--- src/rtl/bitserial_dot_mac.sv ---
// Bit-serial signed dot-product MAC: LANES activations times LANES weights,
// one weight bit per cycle, runtime weight precision, multi-vector accumulation.
module bitserial_dot_mac #(
    parameter int ACT_W = 8,
    parameter int WGT_W = 8,
    parameter int LANES = 4,
    parameter int ACC_W = 24
) (
    input  logic                     clk,
    input  logic                     rstn,
    input  logic                     in_valid,
    output logic                     in_ready,
    input  logic [LANES*ACT_W-1:0]   act,
    input  logic [LANES*WGT_W-1:0]   wgt,
    input  logic [1:0]               prec,
    input  logic                     acc_clear,
    input  logic                     last,
    output logic                     out_valid,
    input  logic                     out_ready,
    output logic [ACC_W-1:0]         result,
    output logic                     ovf,
    output logic                     busy
);

    localparam int DOT_W  = ACT_W + WGT_W + $clog2(LANES);
    localparam int BIDX_W = $clog2(WGT_W);

    typedef enum logic [1:0] {IDLE, RUN, OUT} state_t;

    state_t                   r_state;
    logic [LANES*ACT_W-1:0]   r_act;
    logic [LANES*WGT_W-1:0]   r_wgt;
    logic [BIDX_W-1:0]        r_plast;
    logic [BIDX_W-1:0]        r_bidx;
    logic                     r_clear;
    logic                     r_last;
    logic signed [DOT_W-1:0]  r_dot;
    logic [ACC_W-1:0]         r_acc;
    logic                     r_ovf;
    logic                     r_out_valid;
    logic                     r_busy;

    logic signed [DOT_W-1:0]  w_pp;
    logic signed [DOT_W-1:0]  w_term;
    logic signed [DOT_W-1:0]  w_dot_next;
    logic [ACC_W-1:0]         w_dot_ext;
    logic [ACC_W-1:0]         w_base;
    logic [ACC_W-1:0]         w_sum;
    logic                     w_add_ovf;
    logic                     w_last_bit;

    // Adder tree over lanes whose current weight bit is set.
    always_comb begin
        w_pp = '0;
        for (int unsigned i = 0; i < LANES; i++) begin
            if (r_wgt[i*WGT_W + 32'(r_bidx)])
                w_pp = w_pp + DOT_W'(signed'(r_act[i*ACT_W +: ACT_W]));
        end
    end

    // Top selected bit is the two's complement sign bit and carries negative weight.
    assign w_last_bit = (r_bidx == r_plast);
    assign w_term     = w_last_bit ? -w_pp : w_pp;
    assign w_dot_next = r_dot + (w_term <<< r_bidx);
    assign w_dot_ext  = ACC_W'(w_dot_next);
    assign w_base     = r_clear ? '0 : r_acc;
    assign w_sum      = w_base + w_dot_ext;
    assign w_add_ovf  = (w_base[ACC_W-1] == w_dot_ext[ACC_W-1]) &&
                        (w_sum[ACC_W-1] != w_base[ACC_W-1]);

    always_ff @(posedge clk or negedge rstn) begin
        if (!rstn) begin
            r_state     <= IDLE;
            r_act       <= '0;
            r_wgt       <= '0;
            r_plast     <= '0;
            r_bidx      <= '0;
            r_clear     <= 1'b0;
            r_last      <= 1'b0;
            r_dot       <= '0;
            r_acc       <= '0;
            r_ovf       <= 1'b0;
            r_out_valid <= 1'b0;
            r_busy      <= 1'b0;
        end else begin
            case (r_state)
                IDLE: begin
                    if (in_valid) begin
                        r_act   <= act;
                        r_wgt   <= wgt;
                        r_clear <= acc_clear;
                        r_last  <= last;
                        case (prec)
                            2'b01:   r_plast <= BIDX_W'(WGT_W/2 - 1);
                            2'b10:   r_plast <= BIDX_W'(WGT_W/4 - 1);
                            default: r_plast <= BIDX_W'(WGT_W - 1);
                        endcase
                        r_bidx  <= '0;
                        r_dot   <= '0;
                        r_busy  <= 1'b1;
                        r_state <= RUN;
                    end
                end
                RUN: begin
                    if (w_last_bit) begin
                        r_acc <= w_sum;
                        r_ovf <= (r_clear ? 1'b0 : r_ovf) | w_add_ovf;
                        r_dot <= '0;
                        if (r_last) begin
                            r_out_valid <= 1'b1;
                            r_state     <= OUT;
                        end else begin
                            r_busy  <= 1'b0;
                            r_state <= IDLE;
                        end
                    end else begin
                        r_dot  <= w_dot_next;
                        r_bidx <= r_bidx + 1'b1;
                    end
                end
                OUT: begin
                    if (out_ready) begin
                        r_acc       <= '0;
                        r_ovf       <= 1'b0;
                        r_out_valid <= 1'b0;
                        r_busy      <= 1'b0;
                        r_state     <= IDLE;
                    end
                end
                default: r_state <= IDLE;
            endcase
        end
    end

    assign in_ready  = (r_state == IDLE);
    assign out_valid = r_out_valid;
    assign result    = r_acc;
    assign ovf       = r_ovf;
    assign busy      = r_busy;

endmodule

--- config.mk ---
export PLATFORM = sky130hd
export DESIGN_NAME = bitserial_dot_mac
export DESIGN_NICKNAME = d
export VERILOG_FILES = /design/src/rtl/bitserial_dot_mac.sv
export SDC_FILE = /design/constraint.sdc
export NUM_CORES = 1
export LEC_CHECK = 0
export BUFFER_PORTS_ARGS = -buffer_cell sky130_fd_sc_hd__buf_2
export CAP_MARGIN = 20
export CORE_MARGIN = 2
export CORE_UTILIZATION = 35
export CTS_BUF_LIST = sky130_fd_sc_hd__clkbuf_2 sky130_fd_sc_hd__clkbuf_4 sky130_fd_sc_hd__clkbuf_8
export DETAILED_ROUTE_END_ITERATION = 8
export SLEW_MARGIN = 20
export SYNTH_ARGS = -nofsm -noshare
export SYNTH_HDL_FRONTEND = slang
export SYNTH_SLANG_ARGS = --single-unit
export TNS_END_PERCENT = 50
--- constraint.sdc ---
create_clock -name clk -period 11.25 [get_ports clk]
set_input_delay 2.25 -clock clk [delete_from_list [all_inputs] [get_ports clk]]
set_output_delay 2.25 -clock clk [all_outputs]
set_load 0.02 [all_outputs]
# == Word level (Yosys, flattened, before mapping) ==
# Cells that the tools add are included.
# totals
register_bits,119
wordCells,93
# op_classes
n_eq_ne,13
shifts,1
add_sub_neg,10
bitwise,1
muxes,40
magnitude_cmp,4
reduce_logical,12
# ops
op,count
$mux W18,7
$mux W24,3
$add A18 B8 Y18,3
$pmux W24 S2,1
$pmux W18 S2,1
$add A24 B24 Y24,1
$add A18 B18 Y18,1
$neg A18 Y18,1
$sshl A18 B3 Y18,1
$bmux W1 S5,3
$add A5 B3 Y6 const A,2
$lt A6 B6 Y1 const B,2
$mux W1,12
$ne A2 B2 Y1 const B,6
$pmux W3 S2,2
$reduce_and A3 Y1,3
$mux W2,4
$lt A3 B6 Y1 const B,1
$lt A5 B6 Y1 const B,1
$mux W3,2
$pmux W2 S3,1
$add A4 B3 Y5 const A,1
$reduce_and A5 Y1,1
$eq A2 B1 Y1 const B,2
15 further kinds,19

# == Logic depth before layout (Yosys ltp) ==
# Gate-level depths: netlist (run 1).
# logic_depth
depth_word,19
mapped_depth,55
depth_no_buf,53

# == Least setup slack after synthesis (run 1) ==
# No wires, ideal clock.
# synth_path
path_kind,register to register
from,reg r_bidx[0]
to,"reg r_acc[23], in the netlist result[23]"
setup_slack_ns,0.099
path_stages_with_launch,49
setup_time_ns,0.124
arrival_time_ns,11.027
path_buffers,1
path_cell_list,dfrtp_1 -> mux4_2 -> mux2_2 -> buf_2 -> and2_1 -> ha_1 -> fa_1 -> maj3_1 -> maj3_1 -> a32oi_2 -> o211ai_1 -> nand2_1 -> o21ai_0 -> ha_1 -> or4_1 -> o211ai_1 -> nand3_1 -> nor3b_1 -> [13 not listed] -> mux2_2 -> ha_1 -> nand2_1 -> nor2_1 -> a221oi_1 -> a21oi_1 -> xor2_1 -> nand3_2 -> nand2_4 -> inv_2 -> ha_1 -> o21ai_0 -> a2111oi_2 -> a2111oi_4 -> a31o_2 -> a21oi_1 -> a2111oi_2 -> a211o_1
# synth_between
elab_chain_cells,16
elab_cells_between_ends,28
classes_between,9 x add/sub; 2 x eq/ne; 1 x shift; 15 x mux; 1 x reduce/logical
# synth_lines
item,line,source
from (decl),34,logic [BIDX_W-1:0] r_bidx;
from (signal assigned),118,r_bidx <= r_bidx + 1'b1;
$bmux W1 S3,56,if (r_wgt[i*WGT_W + 32'(r_bidx)])
$mux W1 (implied by the code),56,
$mux W18,56,
$add A18 B8 Y18,57,w_pp = w_pp + DOT_W'(signed'(r_act[i*ACT_W +: ACT_W]));
$mux W18,56,
$add A18 B8 Y18,57,
$mux W18,56,
$add A18 B8 Y18,57,
$mux W18,56,
$neg A18 Y18,63,assign w_term = w_last_bit ? -w_pp : w_pp;
$mux W18,63,
$sshl A18 B3 Y18,64,assign w_dot_next = r_dot + (w_term <<< r_bidx);
$add A18 B18 Y18,64,
$add A24 B24 Y24,67,assign w_sum = w_base + w_dot_ext;
$mux W24,105,if (w_last_bit) begin
$pmux W24 S2,86,case (r_state)
to (signal assigned),106,r_acc <= w_sum;
to (decl),38,logic [ACC_W-1:0] r_acc;
# Parallel ways exist; a longest one is shown, timed or not. The select of a mux whose other input is x is not followed.
# A chain may end at the register's enable or synchronous reset.

# == Worst setup path after layout (run 1) ==
# layout_path
from,reg r_bidx[0]
to,"reg r_acc[21], in the netlist result[21]"
# The elaborated chain is that of the path after synthesis.

==> results by group, run 1 <==
Outcome
  • Outcome: complete, no violations

Setup path
  • Most common cell on crit path: nand2_1
  • Maximum fanout along the worst path: 5
  • CP peak stage delay: 530 ps
  • CP required: 11610 ps
  • Crit-path slowest cell: mux4_2
  • Startpoint Class: flop
  • Crit path kind: reg2reg
  • Critical path arrival: 11140 ps
  • Critical path endpoint category: flop

Route
  • Post-route ant nets: 0
  • Via count: 10200
  • Drt drc: 0
  • Wirelength per Cell: 17.4 um
  • Drt via density: 5.56
  • Final WL: 32.0 mm
  • DRT iter0 DRCs: 631
  • Drt pass-1 iters: 5

Placed design
  • Dpl ws: -114 ps
  • Buffers added on ports: 99
  • Dpl hpwl: 23.6 mm
  • Routability congestion estimate: 0.893

STA
  • Setup WS post-layout: 469 ps
  • Post-route clock period utilization: 95.8%
  • Fin crit period: 10780 ps
  • Max-slew violations: 0
  • Max Fclk: 0.0928 GHz
  • Final setup fails: 0
  • Clock Skew: 11.7 ps
  • Worst-Margin Slew: 902 ps
  • Slew HR: 39.9%
  • Hold Vio Cnt, Final: 0

Global route
  • Number of global-route vias before repair: 9854
  • Initial antenna violation count: 2
  • First-pass GRT wire length: 51.5 mm
  • All-Layer GR Usage: 19.1%
  • Largest net degree at the start of global routing: 75
  • Total gr overflow: 0

Logic synthesis
  • EDFF count, synth: 0
  • Main synth FF type: dfrtp_1
  • Synth top area share: 26.9%
  • Post-synthesis async set-or-reset flop share: 100%
  • Synthesized cell area: 11100 sq um
  • Leading area contributor after synthesis: dfrtp_1
  • Synth area leaders: dfrtp_1, ha_1, mux2_2, nand2_1, o21ai_0
  • Synthesized instance count: 1249
  • Sequential share of the synthesized area: 26.9%
  • Syn avg cell area: 8.88 sq um
  • Synth warn: 0
  • Yosys reg bits: 119
  • Mapped Nets: 1416
  • Synth cell types: 95

Cells and area
  • Layout Nets: 1587
  • Commonest non-fill, non-tap cell in the layout: dfrtp_1
  • Share of cells above drive strength 1: 30.4%
  • Number of fill cells: 3094
  • Commonest cells after routing, fill and taps aside: dfrtp_1, nand2_1, buf_4, buf_2, mux2_2
  • Area Overhead vs Synth: 23.5%

Floorplanning
  • Core box area: 31400 sq um
  • Die height: 182 um
  • Row cnt: 65
  • Die width: 182 um
  • Starting density of the core: 35.3%
  • Die area: 33100 sq um
  • IO Count: 100

CTS
  • TritonCTS buffer count: 17
  • CTS tree: yes
  • Clock Sinks: 119
  • H-tree depth: 4
  • CTS Root Cell: clkbuf_8
  • Clock Tree Buf Depth: 2
  • CTS clock-pin slew for the worst setup and hold paths: 90 ps
  • Clock Latency Late Sink: 460 ps

Hold path
  • Hold crit path type: reg2reg

Job
  • Max-cap viol count: 0
[logic make-up after synthesis]
group	share of synthesized area [%]
AOI/OAI and AO/OA	24.3
and+or+nand+nor	16.8
DFF	26.9
muxes	10.7
adders and majority gates	11.6
buffers and inverters	3.35
xor gates and xnor gates	6.46
[final cells by class]
cell class | count | area (sq um) | area share, %
Multi-Input combinational cell | 1035 | 8340 | 60.9
Sequential cell | 119 | 2980 | 21.8
Timing Repair Buffer | 200 | 1280 | 9.38
Tap cell | 402 | 503 | 3.67
Clock buffer | 18 | 241 | 1.76
Inverter | 47 | 176 | 1.29
Clock inverter | 14 | 163 | 1.19
Antenna cell | 2 | 5.00 | 0.0366
[stage by stage]
stage / instances / hold WS (ps) / setup TNS, ps / cell area, sq um / util (%)
global route: 1837 / 516 / -240 / 13700 / 43.6
finish: 1837 / 495 / 0 / 13700 / 43.6
global placement: 1768 / 473 / -24.3 / 12400 / 39.5
detailed placement: 1768 / 478 / -231 / 12400 / 39.5
CTS: 1804 / 497 / 0 / 12900 / 41.0
floorplan: 1249 / 456 / 0 / 11100 / -
[final timing paths]
path                                        from                endpoint  slack, ps  cells after the start
max                        r_bidx[0]$_DFFE_PN0P_  result[21]$_DFFE_PN0P_        470                     52
max reg2reg                r_bidx[0]$_DFFE_PN0P_  result[21]$_DFFE_PN0P_        470                     52
min reg2reg                result[3]$_DFFE_PN0P_   result[3]$_DFFE_PN0P_        500                      2
max in group asynchronous                   rstn   r_dot[11]$_DFFE_PN0P_       8350                      3
min                        result[3]$_DFFE_PN0P_   result[3]$_DFFE_PN0P_        500                      2
min in group asynchronous                   rstn   r_wgt[26]$_DFFE_PN0P_       1780                      1
[sequential cells by signal (all words and copies together) (netlist names)]
register / flops
busy: 1
out_valid: 1
ovf: 1
r_act: 32
r_bidx: 3
r_clear: 1
r_dot: 18
r_last: 1
r_plast: 3
r_state: 2
r_wgt: 32
result: 24
[synthesized netlist by cell type (all sizes together), types with 9 or more instances]
library cell / number
a22o: 22
nor2b: 32
a21o: 31
o31ai: 10
mux2: 81
o21ai: 87
nand2b: 17
clkbuf: 26
and2: 19
a31oi: 11
inv: 45
mux2i: 21
o211ai: 17
a21boi: 11
buf: 22
nor2: 74
nand2: 114
xor2: 27
a21oi: 80
nand3: 28
dfrtp: 119
xnor2: 47
or3: 14
and3: 15
a22oi: 9
a211oi: 10
nor3: 21
o21a: 10
ha: 88
[what timing repair did]
action                     4_1_cts  5_1_grt
hold buffers                     0        0
resized for setup                8      121
pin swaps                        3       62
setup endpoints to repair        4        8
setup buffers                    4       30
[routing by layer]
metal  track usage, %  vias to the layer above  wire length, um  share of wire [%]
met5                0                        -                0                  0
met4             5.58                        0              668                2.1
met3             2.55                       42             1060                3.3
met2             31.5                      207            15000                 47
met1             26.2                     4969            15300                 48
li1                 -                     5002                -                  -
[critical path, delay by kind of cell (launching register included)]
kind                       cells  cell delay [ps]
adders and majority gates      8             2490
AOI/OAI and AO/OA             13             2710
DFF                            1              420
and+or+nand+nor               15             1850
xor gates and xnor gates       5              770
muxes                          4             1420
buffers and inverters          7              970
Power of run 1 is not shown: default switching activity piles up to over one toggle a cycle in this logic, so the estimate is an artifact.
==> run 2: changes to the inputs <==
--- a/config.mk
+++ b/config.mk
@@ -11,6 +11,7 @@
 export CORE_UTILIZATION = 35
 export CTS_BUF_LIST = sky130_fd_sc_hd__clkbuf_2 sky130_fd_sc_hd__clkbuf_4 sky130_fd_sc_hd__clkbuf_8
 export DETAILED_ROUTE_END_ITERATION = 8
+export RECOVER_POWER = 100
 export SLEW_MARGIN = 20
 export SYNTH_ARGS = -nofsm -noshare
 export SYNTH_HDL_FRONTEND = slang
==> results by group, run 2 (same netlist as run 1, synthesis figures left out) <==
Route
  • Final WL: 31.8 mm (was 32.0 mm)
  • Drt drc: 0 (unchanged)
  • DRT iter0 DRCs: 574 (was 631)
  • Post-route ant nets: 0 (unchanged)
  • Drt pass-1 iters: 5 (unchanged)
  • Drt via density: 5.55 (was 5.56)
  • Via count: 10200 (about the same)
  • Wirelength per Cell: 17.3 um (was 17.4 um)

CTS
  • Clock Tree Buf Depth: 2 (unchanged)
  • TritonCTS buffer count: 17 (unchanged)
  • CTS Hold Bufs: 0 (unchanged)
  • CTS tree: yes (unchanged)
  • H-tree depth: 4 (unchanged)
  • Clock Sinks: 119 (unchanged)
  • CTS Root Cell: clkbuf_8 (unchanged)
  • Clock Latency Late Sink: 470 ps (was 460 ps)
  • CTS clock-pin slew for the worst setup and hold paths: 90 ps (about the same)

Hold path
  • Hold crit path type: reg2reg (unchanged)
  • Min-Delay Endpoint: result[3]$_DFFE_PN0P_ (unchanged)
  • Worst hold path depth: 2 (unchanged)
  • Min-delay src: result[3]$_DFFE_PN0P_ (unchanged)

STA
  • Hold WS: 501 ps (was 495 ps)
  • Fin crit period: 10790 ps (was 10780 ps)
  • Post-Route Setup TNS: 0 ps (unchanged)
  • Max-slew violations: 166 (was 0)
  • Max Fclk: 0.0927 GHz (was 0.0928 GHz)
  • Setup WS post-layout: 462 ps (was 469 ps)
  • Post-route clock period utilization: 95.9% (was 95.8%)
  • Slew HR: -130% (was 39.9%)
  • Hold Vio Cnt, Final: 0 (unchanged)
  • Worst-Margin Slew: 3450 ps (was 902 ps)
  • Final setup fails: 0 (unchanged)
  • Clock Skew: 14.0 ps (was 11.7 ps)

Setup path
  • CP peak stage delay: 530 ps (about the same)
  • Most common cell on crit path: nand2_1 (unchanged)
  • Startpoint Class: flop (unchanged)
  • Worst R2R Setup Slack: 460 ps (was 470 ps)
  • Reg2reg path depth: 52 (unchanged)
  • Reg-to-Reg Start: r_bidx[0]$_DFFE_PN0P_ (unchanged)
  • RR Endpoint: result[21]$_DFFE_PN0P_ (unchanged)
  • Critical path arrival: 11150 ps (was 11140 ps)
  • Critical path endpoint category: flop (unchanged)
  • Crit path kind: reg2reg (unchanged)
  • Crit-path slowest cell: mux4_2 (unchanged)
  • CP required: 11610 ps (about the same)
  • Maximum fanout along the worst path: 5 (unchanged)

Floorplanning
  • Die width: 182 um (unchanged)
  • Die height: 182 um (unchanged)
  • Core box area: 31400 sq um (unchanged)
  • Starting density of the core: 35.3% (unchanged)
  • Row cnt: 65 (unchanged)
  • IO Count: 100 (unchanged)
  • Die area: 33100 sq um (unchanged)

Global route
  • First-pass GRT wire length: 51.5 mm (unchanged)
  • Total gr overflow: 0 (unchanged)
  • Number of global-route vias before repair: 9854 (unchanged)
  • All-Layer GR Usage: 19.1% (unchanged)
  • Initial antenna violation count: 2 (unchanged)
  • Largest net degree at the start of global routing: 75 (unchanged)

Cells and area
  • Share of cells above drive strength 1: 27.8% (was 30.4%)
  • Commonest cells after routing, fill and taps aside: dfrtp_1, nand2_1, buf_4, mux2_2, ha_1 (was dfrtp_1, nand2_1, buf_4, buf_2, mux2_2)
  • Commonest non-fill, non-tap cell in the layout: dfrtp_1 (unchanged)
  • Number of fill cells: 3114 (was 3094)
  • Post-layout util: 43.4% (was 43.6%)
  • Area Overhead vs Synth: 22.8% (was 23.5%)
  • Layout Nets: 1587 (unchanged)

Placed design
  • Dpl hpwl: 23.6 mm (unchanged)
  • Buffers added on ports: 99 (unchanged)
  • Routability congestion estimate: 0.893 (unchanged)
  • Dpl ws: -114 ps (unchanged)

Job
  • Max-cap viol count: 3 (was 0)

Outcome
  • Outcome: complete, but fails checks (was complete, no violations)
  • Failing checks: max-capacitance violations, max-slew violations
## run 2: worst max path at each step
stage / start / endpoint / slack [ps] / cells after the start
3_5_place_dp: r_bidx[0]$_DFFE_PN0P_ / result[23]$_DFFE_PN0P_ / -110 / 50
2_1_floorplan: r_bidx[0]$_DFFE_PN0P_ / result[23]$_DFFE_PN0P_ / 100 / 48
6_report: r_bidx[0]$_DFFE_PN0P_ / result[21]$_DFFE_PN0P_ / 460 / 52
5_1_grt: r_bidx[0]$_DFFE_PN0P_ / result[21]$_DFFE_PN0P_ / -90 / 54
3_3_place_gp: r_bidx[0]$_DFFE_PN0P_ / result[23]$_DFFE_PN0P_ / -20 / 49
4_1_cts: r_bidx[0]$_DFFE_PN0P_ / result[23]$_DFFE_PN0P_ / 7 / 47
## run 2: metal layers
metal / track usage [%] / vias up / part of all wire (%)
met1: 26.2 / 4943 / 48
met4: 5.58 / 0 / 2.0
met2: 31.5 / 215 / 47
li1: - / 5001 / -
met3: 2.55 / 41 / 3.3
met5: 0 / - / 0
## run 2: critical path, delay by kind of cell, from the launching register on
kind | cells | cell delay (ps)
buf+inv | 7 | 970
mux | 4 | 1420
fa+ha+maj | 8 | 2490
simple gates | 15 | 1840
compound gates | 13 | 2730
xor+xnor | 5 | 770
flops | 1 | 420
## run 2: metrics by stage
stage               instance area (sq um)  instances
floorplan                           11100       1249
global placement                    12400       1768
detailed placement                  12400       1768
CTS                                 12900       1804
global route                        13600       1837
finish                              13600       1837
## run 2: repair_timing
action / in CTS / in global routing
gates resized for setup: 8 / 121
pin swaps: 3 / 62
buffers inserted: 4 / 30
hold endpoints to repair: 0 / 0
endpoints found under the setup margin: 4 / 8
## run 2: final cells by class
cell class | instances | area [sq um] | share of cell area, %
Multi-Input combinational cell | 1035 | 8340 | 61.2
Inverter | 47 | 176 | 1.30
Sequential cell | 119 | 2980 | 21.9
Clock buffer | 18 | 241 | 1.77
Antenna cell | 2 | 5.00 | 0.0368
Tap cell | 402 | 503 | 3.69
Clock inverter | 14 | 163 | 1.19
Timing Repair Buffer | 200 | 1210 | 8.88
Power of run 2 is left out for the same reason.
==> run 3: changes to the inputs <==
--- a/config.mk
+++ b/config.mk
@@ -5,12 +5,12 @@
 export SDC_FILE = /design/constraint.sdc
 export NUM_CORES = 1
 export LEC_CHECK = 0
-export BUFFER_PORTS_ARGS = -buffer_cell sky130_fd_sc_hd__buf_2
 export CAP_MARGIN = 20
 export CORE_MARGIN = 2
 export CORE_UTILIZATION = 35
 export CTS_BUF_LIST = sky130_fd_sc_hd__clkbuf_2 sky130_fd_sc_hd__clkbuf_4 sky130_fd_sc_hd__clkbuf_8
 export DETAILED_ROUTE_END_ITERATION = 8
+export DONT_BUFFER_PORTS = 1
 export RECOVER_POWER = 100
 export SLEW_MARGIN = 20
 export SYNTH_ARGS = -nofsm -noshare
==> results by group, run 3 (same netlist as run 1, synthesis figures left out) <==
Cells and area
  • FF+latch area: 2980 sq um (unchanged)
  • Final Non-Filler Cells: 1723 (was 1837)
  • Area Overhead vs Synth: 17.7% (was 22.8%)
  • Multi-input logic area: 8320 sq um (was 8340 sq um)
  • N_diodes: 0 (was 2)
  • Share of cells above drive strength 1: 24.1% (was 27.8%)
  • Commonest non-fill, non-tap cell in the layout: dfrtp_1 (unchanged)
  • Number of fill cells: 3134 (was 3114)
  • Layout Nets: 1475 (was 1587)
  • Commonest cells after routing, fill and taps aside: dfrtp_1, nand2_1, buf_4, mux2_2, nor2_1 (was dfrtp_1, nand2_1, buf_4, mux2_2, ha_1)

Placed design
  • Cells after DPL: 1667 (was 1768)
  • Routability congestion estimate: 0.907 (was 0.893)
  • Buffers added on ports: 0 (was 99)
  • Dpl ws: -120 ps (was -114 ps)
  • Dpl hpwl: 23.1 mm (was 23.6 mm)

Floorplanning
  • Die area: 33100 sq um (unchanged)
  • IO Count: 100 (unchanged)
  • Core box area: 31400 sq um (unchanged)
  • Row cnt: 65 (unchanged)
  • Die width: 182 um (unchanged)
  • Die height: 182 um (unchanged)
  • Starting density of the core: 35.3% (unchanged)

STA
  • Max Fclk: 0.0927 GHz (about the same)
  • Final setup fails: 0 (unchanged)
  • Worst-Margin Slew: 3810 ps (was 3450 ps)
  • Slew HR: -154% (was -130%)
  • Max-slew violations: 71 (was 166)
  • Hold Vio Cnt, Final: 0 (unchanged)
  • Clock Skew: 20.8 ps (was 14.0 ps)
  • Post-Route Setup TNS: 0 ps (unchanged)
  • Post-route clock period utilization: 95.9% (about the same)
  • Fin crit period: 10780 ps (was 10790 ps)
  • Setup WS post-layout: 465 ps (was 462 ps)

CTS
  • CTS tree: yes (unchanged)
  • CTS clock-pin slew for the worst setup and hold paths: 80 ps (was 90 ps)
  • CTS Root Cell: clkbuf_8 (unchanged)
  • CTS Hold Bufs: 0 (unchanged)
  • Clock Sinks: 119 (unchanged)
  • H-tree depth: 4 (unchanged)
  • Clock Tree Buf Depth: 2 (unchanged)
  • Clock Latency Late Sink: 470 ps (about the same)
  • TritonCTS buffer count: 17 (unchanged)

Global route
  • Largest net degree at the start of global routing: 120 (was 75)
  • First-pass GRT wire length: 50.7 mm (was 51.5 mm)
  • Number of global-route vias before repair: 9557 (was 9854)
  • Initial antenna violation count: 0 (was 2)
  • Total gr overflow: 0 (unchanged)
  • All-Layer GR Usage: 18.9% (was 19.1%)

Setup path
  • Reg2reg path depth: 48 (was 52)
  • Critical path endpoint category: flop (unchanged)
  • RR Endpoint: result[19]$_DFFE_PN0P_ (was result[21]$_DFFE_PN0P_)
  • Crit path kind: reg2reg (unchanged)
  • Critical path arrival: 11140 ps (was 11150 ps)
  • Maximum fanout along the worst path: 5 (unchanged)
  • Startpoint Class: flop (unchanged)
  • Worst setup path endpoint: result[19]$_DFFE_PN0P_ (was result[21]$_DFFE_PN0P_)
  • CP required: 11600 ps (was 11610 ps)
  • CP peak stage delay: 530 ps (about the same)
  • Crit-path slowest cell: mux4_2 (unchanged)
  • Reg-to-Reg Start: r_bidx[0]$_DFFE_PN0P_ (unchanged)
  • Critical path origin: r_bidx[0]$_DFFE_PN0P_ (unchanged)
  • Worst R2R Setup Slack: 470 ps (was 460 ps)

Route
  • Final WL: 31.3 mm (was 31.8 mm)
  • Drt pass-1 iters: 5 (unchanged)
  • Drt drc: 0 (unchanged)
  • Via count: 9773 (was 10200)
  • Wirelength per Cell: 18.2 um (was 17.3 um)
  • Drt via density: 5.67 (was 5.55)
  • Post-route ant nets: 0 (unchanged)
  • DRT iter0 DRCs: 571 (was 574)

Job
  • Max-cap viol count: 1 (was 3)

Outcome
  • Outcome: complete, but fails checks (unchanged)
  • Failing checks: max-capacitance violations, max-slew violations (unchanged)

Hold path
  • Hold crit path type: reg2reg (unchanged)
[run 3: changes by cell type in the layout (fill, tap and decap cells not counted), sizes merged]
cell      previous run  this run
diode                2         0
buf                166        86
clkinvlp             3         2
clkinv               5         7
clkbuf              52        19
[run 3: final cells by class]
class | instances | share of cell area [%]
Inverter | 47 | 1.35
Sequential cell | 119 | 22.8
Tap cell | 402 | 3.86
Multi-Input combinational cell | 1035 | 63.8
Clock buffer | 17 | 1.79
Clock inverter | 15 | 1.29
Timing Repair Buffer | 88 | 5.09
[run 3: worst max-delay path, delay by kind of cell, from the launching register on]
kind	cells	cell delay (ps)
mux	4	1460
buf+inv	3	320
flops	1	410
xor+xnor	6	1020
simple gates	5	900
compound gates	22	4060
fa+ha+maj	8	2470
[run 3: repair_timing]
item | in CTS | in global routing
endpoints found under the setup margin | 4 | 8
endpoints found under the hold margin | 0 | 0
pin swaps | 2 | 50
resized for setup | 8 | 120
setup buffers | 0 | 24
[run 3: metrics by stage]
stage / instance area, sq um / utilization, % / hold slack (ps)
after CTS: 12300 / 39.2 / 496
after global placement: 11900 / 37.8 / 472
after floorplan: 11100 / - / 456
final: 13000 / 41.6 / 496
after detailed placement: 11900 / 37.8 / 474
after global routing: 13000 / 41.6 / 522
[run 3: metal layers]
layer	wire [um]	GRT usage [%]	vias up
li1	-	-	4775
met1	14400	25.0	4731
met2	14900	31.2	225
met3	1390	3.49	42
met4	554	5.97	0
met5	0	0.741	-
[run 3: worst min-delay path by stage]
stage	from	cells past startpoint	slack, ps	to
6_report	r_plast[0]$_DFFE_PN0P_	1	500	r_plast[0]$_DFFE_PN0P_
3_3_place_gp	r_plast[0]$_DFFE_PN0P_	1	470	r_plast[0]$_DFFE_PN0P_
5_1_grt	r_wgt[22]$_DFFE_PN0P_	1	520	r_wgt[22]$_DFFE_PN0P_
2_1_floorplan	r_plast[0]$_DFFE_PN0P_	1	460	r_plast[0]$_DFFE_PN0P_
3_5_place_dp	r_plast[0]$_DFFE_PN0P_	1	470	r_plast[0]$_DFFE_PN0P_
4_1_cts	r_plast[0]$_DFFE_PN0P_	1	500	r_plast[0]$_DFFE_PN0P_
Power of run 3 is left out for the same reason.
